`src/rtl/perf_ctrl_pkg.sv`:
```
// Shared types for the perf window controller: FSM states, end causes and the
// layout of one history entry.
package perf_ctrl_pkg;

  typedef enum logic [1:0] {
    IDLE    = 2'd0,
    ARMED   = 2'd1,
    RUNNING = 2'd2,
    DRAIN   = 2'd3
  } ctrl_state_e;

  typedef enum logic [1:0] {
    CAUSE_DONE    = 2'd0,
    CAUSE_TIMEOUT = 2'd1,
    CAUSE_ABORT   = 2'd2
  } end_cause_e;

  localparam int COUNTER_WIDTH_DEFAULT = 32;
  localparam int DRAIN_MAX_DEFAULT     = 8;

  // Field order matches the flat vector pushed into the history FIFO (MSB first).
  typedef struct packed {
    logic [COUNTER_WIDTH_DEFAULT-1:0] total;
    logic [COUNTER_WIDTH_DEFAULT-1:0] active;
    logic [31:0]                      stall;
    end_cause_e                       cause;
  } hist_entry_t;

endpackage

```
`src/rtl/perf_hist_fifo.sv`:
```
// Synchronous show-ahead FIFO. The head entry is held in a register so the
// read-side outputs come straight from flops.
module perf_hist_fifo #(
  parameter int WIDTH = 8,
  parameter int DEPTH = 4
) (
  input  logic                     clk,
  input  logic                     rst,
  input  logic                     push,
  input  logic [WIDTH-1:0]         push_data,
  input  logic                     pop,
  output logic [WIDTH-1:0]         head_data,
  output logic [$clog2(DEPTH):0]   count,
  output logic                     full,
  output logic                     empty
);

  localparam int AW = $clog2(DEPTH);
  localparam int CW = AW + 1;

  logic [WIDTH-1:0] mem [DEPTH];
  logic [AW-1:0]    wr_ptr_reg, rd_ptr_reg, rd_ptr_next;
  logic [CW-1:0]    count_reg, count_next;
  logic [WIDTH-1:0] head_reg, head_next;
  logic             nonempty_reg, full_reg;
  logic             do_push, do_pop;

  // A full FIFO still accepts a push when the same cycle frees a slot.
  assign do_pop      = pop && nonempty_reg;
  assign do_push     = push && (!full_reg || do_pop);
  assign rd_ptr_next = rd_ptr_reg + AW'(do_pop);
  assign count_next  = count_reg + CW'(do_push) - CW'(do_pop);

  // Next head is the incoming word when it lands exactly at the new read slot.
  always_comb begin
    head_next = mem[rd_ptr_next];
    if (do_push && (wr_ptr_reg == rd_ptr_next)) begin
      head_next = push_data;
    end
  end

  always_ff @(posedge clk) begin
    if (do_push) begin
      mem[wr_ptr_reg] <= push_data;
    end
  end

  always_ff @(posedge clk) begin
    if (rst) begin
      wr_ptr_reg   <= '0;
      rd_ptr_reg   <= '0;
      count_reg    <= '0;
      head_reg     <= '0;
      nonempty_reg <= 1'b0;
      full_reg     <= 1'b0;
    end else begin
      if (do_push) begin
        wr_ptr_reg <= wr_ptr_reg + AW'(1);
      end
      rd_ptr_reg   <= rd_ptr_next;
      count_reg    <= count_next;
      head_reg     <= head_next;
      nonempty_reg <= (count_next != '0);
      full_reg     <= (count_next == CW'(DEPTH));
    end
  end

  assign head_data = head_reg;
  assign count     = count_reg;
  assign full      = full_reg;
  assign empty     = ~nonempty_reg;

endmodule

```
`src/rtl/perf_window_ctrl.sv`:
```
// Measurement-window sequencer for the perf monitor: issues start/done pulses,
// waits for the latched counters and logs them into a small history FIFO.
module perf_window_ctrl
  import perf_ctrl_pkg::*;
#(
  parameter int COUNTER_WIDTH = 32,
  parameter int HIST_DEPTH    = 4,
  parameter int TIMEOUT_W     = 24,
  parameter int DRAIN_MAX     = DRAIN_MAX_DEFAULT
) (
  input  logic                          clk,
  input  logic                          rst,
  input  logic                          csr_arm,
  input  logic                          csr_abort,
  input  logic                          csr_auto,
  input  logic                          csr_continuous,
  input  logic [TIMEOUT_W-1:0]          csr_timeout,
  input  logic                          csr_clear_flags,
  input  logic                          accel_start_pulse,
  input  logic                          accel_done_pulse,
  output logic                          perf_start_pulse,
  output logic                          perf_done_pulse,
  input  logic                          perf_measurement_done,
  input  logic [COUNTER_WIDTH-1:0]      perf_total_cycles,
  input  logic [COUNTER_WIDTH-1:0]      perf_active_cycles,
  input  logic [31:0]                   perf_stall_cycles,
  input  logic                          hist_rd_en,
  output logic                          hist_rd_valid,
  output logic [COUNTER_WIDTH-1:0]      hist_rd_total,
  output logic [COUNTER_WIDTH-1:0]      hist_rd_active,
  output logic [31:0]                   hist_rd_stall,
  output logic [1:0]                    hist_rd_cause,
  output logic [$clog2(HIST_DEPTH):0]   hist_count,
  output logic                          hist_overflow,
  output logic                          drain_err,
  output logic [1:0]                    ctrl_state,
  output logic                          ctrl_busy
);

  localparam int ENTRY_W = 2 * COUNTER_WIDTH + 32 + 2;
  localparam int DCW     = $clog2(DRAIN_MAX) + 1;

  ctrl_state_e          state_reg;
  end_cause_e           cause_reg;
  logic [TIMEOUT_W-1:0] tmo_cnt_reg;
  logic [DCW-1:0]       drain_cnt_reg;
  logic                 busy_reg;
  logic                 perf_start_pulse_reg, perf_done_pulse_reg;
  logic                 hist_overflow_reg, drain_err_reg;

  logic                 trigger, tmo_hit, run_end;
  logic                 capture, drain_expire, overflow_set;
  logic [ENTRY_W-1:0]   push_data, head_data;
  logic                 fifo_full, fifo_empty;

  assign trigger      = csr_auto ? accel_start_pulse : 1'b1;
  assign tmo_hit      = (csr_timeout != '0) && (tmo_cnt_reg == TIMEOUT_W'(1));
  assign run_end      = accel_done_pulse || csr_abort || tmo_hit;
  assign capture      = (state_reg == DRAIN) && perf_measurement_done;
  assign drain_expire = (state_reg == DRAIN) && !perf_measurement_done &&
                        (drain_cnt_reg == DCW'(DRAIN_MAX - 1));
  // A full FIFO always has a valid head, so hist_rd_en alone means a real pop.
  assign overflow_set = capture && fifo_full && !hist_rd_en;
  assign push_data    = {perf_total_cycles, perf_active_cycles, perf_stall_cycles, cause_reg};

  always_ff @(posedge clk) begin
    if (rst) begin
      state_reg            <= IDLE;
      cause_reg            <= CAUSE_DONE;
      tmo_cnt_reg          <= '0;
      drain_cnt_reg        <= '0;
      busy_reg             <= 1'b0;
      perf_start_pulse_reg <= 1'b0;
      perf_done_pulse_reg  <= 1'b0;
      hist_overflow_reg    <= 1'b0;
      drain_err_reg        <= 1'b0;
    end else begin
      perf_start_pulse_reg <= 1'b0;
      perf_done_pulse_reg  <= 1'b0;
      case (state_reg)
        IDLE: begin
          if (csr_arm) begin
            state_reg <= ARMED;
            busy_reg  <= 1'b1;
          end
        end
        ARMED: begin
          if (csr_abort) begin
            state_reg <= IDLE;
            busy_reg  <= 1'b0;
          end else if (trigger) begin
            perf_start_pulse_reg <= 1'b1;
            tmo_cnt_reg          <= csr_timeout;
            state_reg            <= RUNNING;
          end
        end
        RUNNING: begin
          if (run_end) begin
            perf_done_pulse_reg <= 1'b1;
            cause_reg     <= accel_done_pulse ? CAUSE_DONE :
                             (csr_abort ? CAUSE_ABORT : CAUSE_TIMEOUT);
            drain_cnt_reg <= '0;
            state_reg     <= DRAIN;
          end else if (tmo_cnt_reg != '0) begin
            tmo_cnt_reg <= tmo_cnt_reg - TIMEOUT_W'(1);
          end
        end
        DRAIN: begin
          if (perf_measurement_done) begin
            state_reg <= csr_continuous ? ARMED : IDLE;
            busy_reg  <= csr_continuous;
          end else if (drain_expire) begin
            state_reg <= IDLE;
            busy_reg  <= 1'b0;
          end else begin
            drain_cnt_reg <= drain_cnt_reg + DCW'(1);
          end
        end
        default: begin
          state_reg <= IDLE;
          busy_reg  <= 1'b0;
        end
      endcase
      // Set beats clear when both land in the same cycle.
      hist_overflow_reg <= overflow_set || (hist_overflow_reg && !csr_clear_flags);
      drain_err_reg     <= drain_expire || (drain_err_reg && !csr_clear_flags);
    end
  end

  perf_hist_fifo #(
    .WIDTH (ENTRY_W),
    .DEPTH (HIST_DEPTH)
  ) u_hist (
    .clk       (clk),
    .rst       (rst),
    .push      (capture),
    .push_data (push_data),
    .pop       (hist_rd_en),
    .head_data (head_data),
    .count     (hist_count),
    .full      (fifo_full),
    .empty     (fifo_empty)
  );

  assign hist_rd_valid    = ~fifo_empty;
  assign hist_rd_total    = head_data[ENTRY_W-1 -: COUNTER_WIDTH];
  assign hist_rd_active   = head_data[COUNTER_WIDTH+33 -: COUNTER_WIDTH];
  assign hist_rd_stall    = head_data[33:2];
  assign hist_rd_cause    = head_data[1:0];
  assign perf_start_pulse = perf_start_pulse_reg;
  assign perf_done_pulse  = perf_done_pulse_reg;
  assign hist_overflow    = hist_overflow_reg;
  assign drain_err        = drain_err_reg;
  assign ctrl_state       = state_reg;
  assign ctrl_busy        = busy_reg;

endmodule

```
`config.mk`:
```
export PLATFORM = sky130hd
export DESIGN_NAME = perf_window_ctrl
export DESIGN_NICKNAME = d
export VERILOG_FILES = /design/src/rtl/perf_ctrl_pkg.sv /design/src/rtl/perf_hist_fifo.sv /design/src/rtl/perf_window_ctrl.sv
export SDC_FILE = /design/constraint.sdc
export NUM_CORES = 1
export LEC_CHECK = 0
export CORE_ASPECT_RATIO = 1.4
export CORE_MARGIN = 2
export CORE_UTILIZATION = 56
export DETAILED_ROUTE_END_ITERATION = 10
export HOLD_SLACK_MARGIN = 0.02
export PLACE_DENSITY = 0.8
export SLEW_MARGIN = 20
export SYNTH_ARGS = -nofsm -noshare
export SYNTH_HDL_FRONTEND = slang
export SYNTH_HIERARCHICAL = 1
export SYNTH_SLANG_ARGS = --single-unit
```
`constraint.sdc`:
```
create_clock -name clk -period 5.6 [get_ports clk]
set_input_delay 1.68 -clock clk [delete_from_list [all_inputs] [get_ports clk]]
set_output_delay 1.68 -clock clk [all_outputs]
set_load 0.005 [all_outputs]
```
# Yosys cells after proc, flatten, opt, wreduce, memory -nomap -nowiden
# Memories as Yosys holds them, arrays and structs flattened. A register that Yosys moved wholly into a read port is not among the register bits.
# Index checks and enable logic that the tools add are counted.
# word_totals
register_bits,46
latch_bits,0
mem_bits_rw,392
mem_bits_ro,0
inputBits,131
wordCells,102
memories,1
# classes
n_addsub,6
mul,0
n_div,0
n_lt_le_gt_ge,0
n_eq_ne,17
shift,0
n_mux,29
bitwise_logic,2
n_reduce_logical,33
# mem_list
name,words,width,rd,rd_ports_with_merged_regs,write_ports,line_no,rtl
u_hist.mem,4,98,1,1,1,perf_hist_fifo.sv:21,logic [WIDTH-1:0] mem [DEPTH];
# ops
op,n
$mux W24,4
$pmux W24 S2,1
$reduce_bool A24 Y1,2
$eq A24 B1 Y1 const B,1
$sub A24 B1 Y24 const B,1
$ne A2 B2 Y1 const B,9
$mux W2,8
$mux W4,3
$reduce_and A4 Y1,3
$logic_and A1 B1 Y1,10
$mux W1,10
$pmux W2 S4,1
$pmux W4 S2,1
$ne A3 B3 Y1 const B,2
$reduce_bool A3 Y1,2
$logic_or A1 B1 Y1,5
$reduce_and A5 Y1,1
$add A4 B1 Y4 const B,1
$eq A2 B2 Y1 const B,2
$eq A4 B3 Y1 const B,1
$logic_not A1 Y1,4
$reduce_bool A2 Y1,2
$add A3 B1 Y3,1
$eq A3 B3 Y1 const B,1
other kinds (10),11

# Depth between registers and ports, before layout
# Gate-level depths: netlist of run 1.
# depth
ltp_word,6
mapped_depth,13
mapped_depth_nobuf,12

# Cells and area by module
# Netlist of run 1, hierarchy kept.
# modules_own_cells
module,instances,cells_each,area_per_inst_um2,seq_area_each_um2
perf_hist_fifo,1,986,17942.2,13913.3
perf_window_ctrl,1,291,2401.1,740.7

# Worst setup path after synthesis of run 1
# OpenSTA, ideal clock, no wires.
# synth_timing
path_type,in2reg
from,input port perf_measurement_done
to,"memory u_hist/mem[0][0] (netlist name), enable pin"
setup_ns,0.468
arrival_ns,4.291
setup_slack_ns,0.840
stages,2
path_buffers,0
cell_sequence,and3_1 > and3_1
# synth_between
elab_chain_cells,4
# synth_lines
element,line_no,rtl
from (decl),perf_window_ctrl.sv:23,"input logic perf_measurement_done,"
$logic_and A1 B1 Y1,perf_window_ctrl.sv:59,assign capture = (state_reg == DRAIN) && perf_measurement_done;
$logic_and A1 B1 Y1,perf_hist_fifo.sv:30,assign do_push = push && (!full_reg || do_pop);
$mux W1,perf_hist_fifo.sv:43,if (do_push) begin
$mux W1 (implied by the code),perf_hist_fifo.sv:44,mem[wr_ptr_reg] <= push_data;
to (decl),perf_hist_fifo.sv:21,
# No other way between the ends.

# Worst setup path in the final report of run 1
# layout_timing
from,input port perf_measurement_done
to,register u_hist.full_reg (netlist: u_hist/full)
# layout_between
elab_chain_cells,5
# layout_lines
element,line_no,rtl
$logic_and A1 B1 Y1,perf_window_ctrl.sv:59,
named net capture,perf_window_ctrl.sv:52,"logic capture, drain_expire, overflow_set;"
$logic_and A1 B1 Y1,perf_hist_fifo.sv:30,
$add A3 B1 Y3,perf_hist_fifo.sv:32,assign count_next = count_reg + CW'(do_push) - CW'(do_pop);
$sub A3 B1 Y3,perf_hist_fifo.sv:32,
$eq A3 B3 Y1,perf_hist_fifo.sv:64,full_reg <= (count_next == CW'(DEPTH));
to (signal assigned),perf_hist_fifo.sv:64,
to (decl),perf_hist_fifo.sv:25,"logic nonempty_reg, full_reg;"
# The timed path passes the listed nets, and every way through them passes these cells.
# A chain may end at the register's enable or synchronous reset.

==> impl_metrics.csv, run 1 <==
group,metric,value,unit
power,power_density,398,nW/µm²
finish,layout_common_cells,"edfxtp_1 (392), clkdlybuf4s50_1 (238), nand2_1 (205), dfxtp_1 (144), a21oi_1 (124)",
placement,port_buffers,239,
drt,routedWlPerCell,22.0,µm
finish,fill_cells,2318,
sta,whs,483,ps
global_routing,grt_usage,23.7,%
sta,setup-violations-final,0,
drt,route.detailed.drc,0,
sta,fmax,265,MHz
clocking,clock_latency,560,ps
setup_path,start_kind,"input port",
placement,place_congestion,0.801,
synthesis,synth_cell_type_count,62,
sta,fin_crit,3770,ps
power,leakagePower,8.24,nW
synthesis,synth_xor_area_share,0.492,%
drt,final_antenna_net_count,0,
setup_path,worstPathMaxFanout,10,
job,max_cap_viol_count,0,
synthesis,synth_fa_ha_area_share,0.775,%
clocking,post_cts.repair.setup_buffers,0,
power,ir_drop,0.437,mV
power,combPwrFrac,21.4,%
finish,final_cells,2014,
synthesis,synth_top_family_by_area,"multiplexers",
floorplanning,start_util,56.8,%
power,power.switching,0.00246,W
setup_path,worstPathCellList,"clkdlybuf4s50_1 -> and3_1 -> and2_1 -> inv_1 -> ha_1 -> inv_1 -> ha_1 -> inv_1 -> fa_1 -> xnor2_1 -> xnor2_1 -> nand2b_1 -> nor2b_1",
global_routing,antenna_found_initial,5,
sta,skew,17.8,ps
synthesis,synth_compound_area_share,6.06,%
global_routing,gr-usage-met2,41.5,%
finish,finalNetCount,1653,
synthesis,ys_ff_latch,536,
global_routing,use_met3,4.31,%
sta,setup_tns,0,ps
floorplanning,rows,82,
power,p_seq_share,46.5,%
sta,period_share,67.4,%
clocking,cts_root_buffer,"clkbuf_16",
synthesis,syn_nets,1420,
synthesis,syn_area_per_cell,15.9,µm²
clocking,cts-hold-fix-buffers,0,
floorplanning,die_y,230,µm
finish,largest_reg_flops,392,
clocking,clk_path_buf_depth,3,
synthesis,synth.largest_area_cell,"edfxtp_1",
floorplanning,pin_count,240,
synthesis,ys_top_cells_by_area,"edfxtp_1 (58%), dfxtp_1 (14%), mux4_2 (11%)",
global_routing,grt_max_degree,100,
synthesis,synth-edff-count,392,
global_routing,grt_pass1_wl,68000,µm
sta,tightest_slew,872,ps
clocking,numCtsBuffers,49,
global_routing,grtUsageMet1,29.5,%
setup_path,critPathMaxStageDelay,500,ps
setup_path,crit_path_top_delay_cell,"clkdlybuf4s50_1",
clocking,cts_sinks,536,
sta,final-max-slew-violation-count,0,
outcome,status,"complete, no violations",
power,p_int,0.00740,W
placement,place_inst,1921,
drt,first_pass_iters,5,
synthesis,synthCells,1277,
finish,final_common_cell,"edfxtp_1",
synthesis,ys_warn_count,6,
synthesis,seq_area_frac_synth,72.0,%
sta,final_hold_viol_count,0,
floorplanning,dieArea,37900,µm²
synthesis,synthesis.area,20300,µm²
drt,drt_iter0_markers,825,
synthesis,yosys.area_share.simple,7.37,%
setup_path,worstPathRequired,6090,ps
drt,viasPerCell,5.89,
setup_path,arrival,4260,ps
drt,finalWirelength,44400,µm
global_routing,busiest_layer,"met2",
finish,fin_util,69.1,%
placement,placed_area,23200,µm²
power,swShare,24.9,%
setup_path,crit_path_end_kind,"flip-flop",
power,pwr-share-clk,32.1,%
finish,drive_above_1_share,14.0,%
floorplanning,die_x,165,µm
synthesis,yosys_most_used_dff,"edfxtp_1",
clocking,path_clk_slew,60,ps
drt,vias,11900,
finish,stdcell_area,24800,µm²
clocking,cts_tree,"yes",
clocking,cts_resized,0,
setup_path,cp.buffers_inverters,4,
clocking,htreeDepth,2,
global_routing,gr-total-overflow,0,
setup_path,crit_type,"in2reg",
hold_path,hold_class,"reg2reg",
finish,area_growth,21.7,%
setup_path,crit_family,"simple AND/OR/NAND/NOR gates",
floorplanning,core,35800,µm²
synthesis,async_flop_share,0,%
sta,rsz0062_at_grt,"no",
global_routing,grt_pass1_vias,12300,
sta,slew_headroom,41.9,%
setup_path,crit_path_frequent_cell,"inv_1",
placement,place_hpwl,25100,µm
synthesis,synth_top_area_share,57.9,%
synthesis,synthMuxAreaShare,11.0,%
tightest hold or removal path, stage by stage, from the launching register on:
cell      delay [ps]
dfxtp_1          320
nand2b_1          70
a21oi_1           60
layer usage:
| metal | share of wire (%) | vias to the layer above |
|---|---|---|
| met2 | 53 | 411 |
| met1 | 38 | 6005 |
| met4 | 2.7 | 6 |
| met3 | 6.3 | 80 |
| li1 | - | 5354 |
| met5 | 0.099 | - |
cell families (layout without fill, tap and decap cells):
kind of cell | count (synthesis) | count (layout)
adders and majority gates | 12 | 12
buffers and inverters | 93 | 366
muxes | 102 | 102
AOI/OAI and AO/OA | 196 | 196
and+or+nand+nor | 329 | 329
DFF | 536 | 536
xor gates and xnor gates | 9 | 9
other | 0 | 2
path summary, 6_finish.rpt:
check	endpoint	from	depth (start not counted)	slack, ps
worst max-delay path	u_hist/full	perf_measurement_done	13	1830
worst max register to register	u_hist/full	flip-flop	12	2840
worst min-delay path	drain_err	drain_err	2	480
worst min register to register	drain_err	drain_err	2	480
cells in the mapped netlist (all sizes together), types with 2 or more instances:
cell type,number
nor2b,5
o221a,2
a22oi,8
nand3b,4
a311oi,2
xnor2,7
a41oi,2
o32ai,2
a21oi,126
nor3,22
nand3,3
mux2i,4
and2,4
and3,9
nand4,2
edfxtp,392
nor4,10
o311ai,19
dfxtp,144
nand2b,6
clkbuf,38
or3,5
ha,11
inv,16
buf,39
mux4,98
nand2,206
o31ai,19
nor2,44
and4,2
a211oi,6
per-stage QoR:
stage,setup slack (ps),total power [W]
after detailed placement,1270,0.00679
final,1830,0.00985
after global placement,1280,0.00675
after floorplan,840,0.00602
after global routing,1650,0.0103
after CTS,1850,0.00995
area by class of cell:
class                           count  area [µm²]  area share, %
Clock inverter                     25         188          0.758
Clock buffer                       66        1330           5.37
Tap cell                          462         578           2.33
Antenna cell                        2        5.00         0.0202
Sequential cell                   536       14700           59.2
Timing Repair Buffer              259        2650           10.7
Multi-Input combinational cell    648        5290           21.4
Inverter                           16        60.1          0.243
power by group through the flow:
stage               clock network (W)  logic (W)  registers [W]
floorplan                           0    0.00137        0.00464
global placement                    0    0.00208        0.00467
detailed placement                  0    0.00212        0.00467
CTS                           0.00322    0.00214        0.00459
global route                  0.00337    0.00230        0.00460
finish                        0.00316    0.00211        0.00458
Power figures use the tool's default switching activity.
==> run 2, diff against run 1 <==
Clock period 5.6 ns to 3.8 ns, I/O delays scaled along.
==> run 2 against run 1 <==
Against the previous run: flip-flop and latch count did not move; setup slack got worse by 1200 ps; highest routed layer unchanged; clock skew barely moved; routed wire length fell by 1.1%; critical path depth did not move; largest power group unchanged; critical endpoint is now u_hist/nonempty_reg.
==> impl_metrics.csv, run 2 (synthesis gave the netlist of run 1 again) <==
group,metric,value,unit
sta,slew_headroom,26.2,%
setup_path,worstPathMaxFanout,7,
clocking,post_cts.repair.setup_buffers,0,
drt,final_antenna_net_count,0,
drt,finalWirelength,43900,µm
setup_path,crit_family,"adder cells",
outcome,status,"complete, no violations",
floorplanning,core,35800,µm²
finish,drive_above_1_share,14.4,%
finish,layout_common_cells,"edfxtp_1 (392), clkdlybuf4s50_1 (238), nand2_1 (205), dfxtp_1 (144), a21oi_1 (124)",
placement,port_buffers,239,
drt,route.detailed.drc,0,
clocking,cts-hold-fix-buffers,0,
drt,viasPerCell,5.88,
drt,wl_met1,16800,µm
power,swShare,24.5,%
global_routing,antenna_found_initial,3,
sta,fin_crit,3190,ps
drt,vias,11900,
hold_path,hold_class,"reg2reg",
drt,first_pass_iters,5,
power,p_int,0.0112,W
sta,fmax,313,MHz
clocking,clk_path_buf_depth,3,
finish,largest_reg_flops,392,
floorplanning,dieArea,37900,µm²
drt,routedWlPerCell,21.7,µm
clocking,htreeDepth,2,
drt,drt_iter0_markers,950,
floorplanning,start_util,56.8,%
global_routing,grt_pass1_vias,12400,
clocking,clock_latency,570,ps
power,power_density,592,nW/µm²
drt,routed.top_layer,"met5",
power,leakagePower,8.36,nW
setup_path,arrival,3590,ps
finish,final_common_cell,"edfxtp_1",
power,pwr-share-clk,32.9,%
setup_path,start_kind,"input port",
setup_path,cp.buffers_inverters,4,
global_routing,gr-total-overflow,0,
setup_path,crit_path_end_kind,"flip-flop",
setup_path,worstPathRequired,4200,ps
drt,route.met2.wl,22900,µm
clocking,path_clk_slew,60,ps
finish,fill_cells,2244,
sta,final-max-slew-violation-count,0,
power,p_seq_share,45.5,%
clocking,cts_root_buffer,"clkbuf_16",
job,max_cap_viol_count,0,
floorplanning,pin_count,240,
clocking,cts_tree,"yes",
global_routing,grt_usage,23.6,%
global_routing,grt_pass1_wl,68200,µm
sta,setup-violations-final,0,
clocking,cts_resized,0,
finish,area_growth,23.1,%
sta,skew,17.7,ps
sta,period_share,84.0,%
sta,rsz0062_at_grt,"no",
drt,routed-wl-met3,2720,µm
setup_path,worstPathCellList,"clkdlybuf4s50_1 -> a21bo_2 -> and2_1 -> inv_1 -> ha_1 -> inv_1 -> ha_1 -> inv_1 -> fa_1 -> xnor2_1 -> xnor2_1 -> nand2b_1 -> o21ai_0",
sta,setup_tns,0,ps
placement,place_hpwl,26000,µm
power,ir_drop,0.444,mV
power,combPwrFrac,21.6,%
floorplanning,die_y,230,µm
placement,place_inst,1931,
setup_path,crit_path_top_delay_cell,"clkdlybuf4s50_1",
finish,final_cells,2021,
floorplanning,die_x,165,µm
setup_path,critPathMaxStageDelay,500,ps
floorplanning,rows,82,
placement,place_congestion,0.830,
setup_path,crit_path_frequent_cell,"inv_1",
global_routing,grt_max_degree,80,
sta,final_hold_viol_count,0,
clocking,numCtsBuffers,48,
clocking,cts_sinks,536,
sta,tightest_slew,1110,ps
setup_path,crit_type,"in2reg",
power,power.switching,0.00363,W
finish,finalNetCount,1662,
run 2: cell count changes in the layout (fill, tap and decap cells not counted), sizes merged:
cell and change:
inv -2, clkbuf +3, clkinvlp -3, buf +10, bufinv +3, clkinv -4
run 2: metal layers:
layer	up-vias	track usage [%]
li1	5382	-
met5	-	0
met3	83	3.86
met2	439	41.1
met4	2	8.89
met1	5977	29.4
run 2: path summary, 6_finish.rpt:
kind,startpoint,endpoint,slack [ps],cells past startpoint
setup / recovery,hist_rd_en,u_hist/nonempty_reg,610,13
hold / removal,drain_err,drain_err,490,2
setup reg to reg,tmo_cnt_reg[20],cause_reg[0],980,6
hold reg to reg,drain_err,drain_err,490,2
run 2: layout make-up:
cell class	instances	area [µm²]	area share [%]
flip-flops and latches	536	14700	58.5
multi-input cells	648	5290	21.1
repair buffers	269	2870	11.4
clock buffers	69	1360	5.44
well taps	462	578	2.31
clock inverters	19	230	0.919
inverters	16	60.1	0.240
diodes	2	5.00	0.0200
run 2: power by group through the flow:
stage                     Clock (W)  Sequential (W)  Combinational [W]
after floorplan                   0         0.00684            0.00203
after global placement            0         0.00686            0.00316
after detailed placement          0         0.00686            0.00321
after CTS                   0.00497         0.00674            0.00325
after global routing        0.00519         0.00677            0.00347
final                       0.00487         0.00674            0.00321
run 2: stage by stage:
step	hold WS [ps]	setup slack, ps	power, W	utilization [%]	area, µm²
after floorplan	457	685	0.00887	-	20300
after global placement	460	56.2	0.0100	65.5	23400
after detailed placement	475	22.0	0.0101	65.5	23400
after CTS	490	605	0.0150	69.9	25000
after global routing	507	419	0.0154	69.9	25000
final	488	609	0.0148	69.9	25000
run 2: worst register-to-register path: stages (launching register included):
cell and delay, ps:
dfxtp_1 360, or4_4 560, nor4b_4 280, o2111ai_4 220
a21oi_2 880, buf_4 290, o221a_1 180
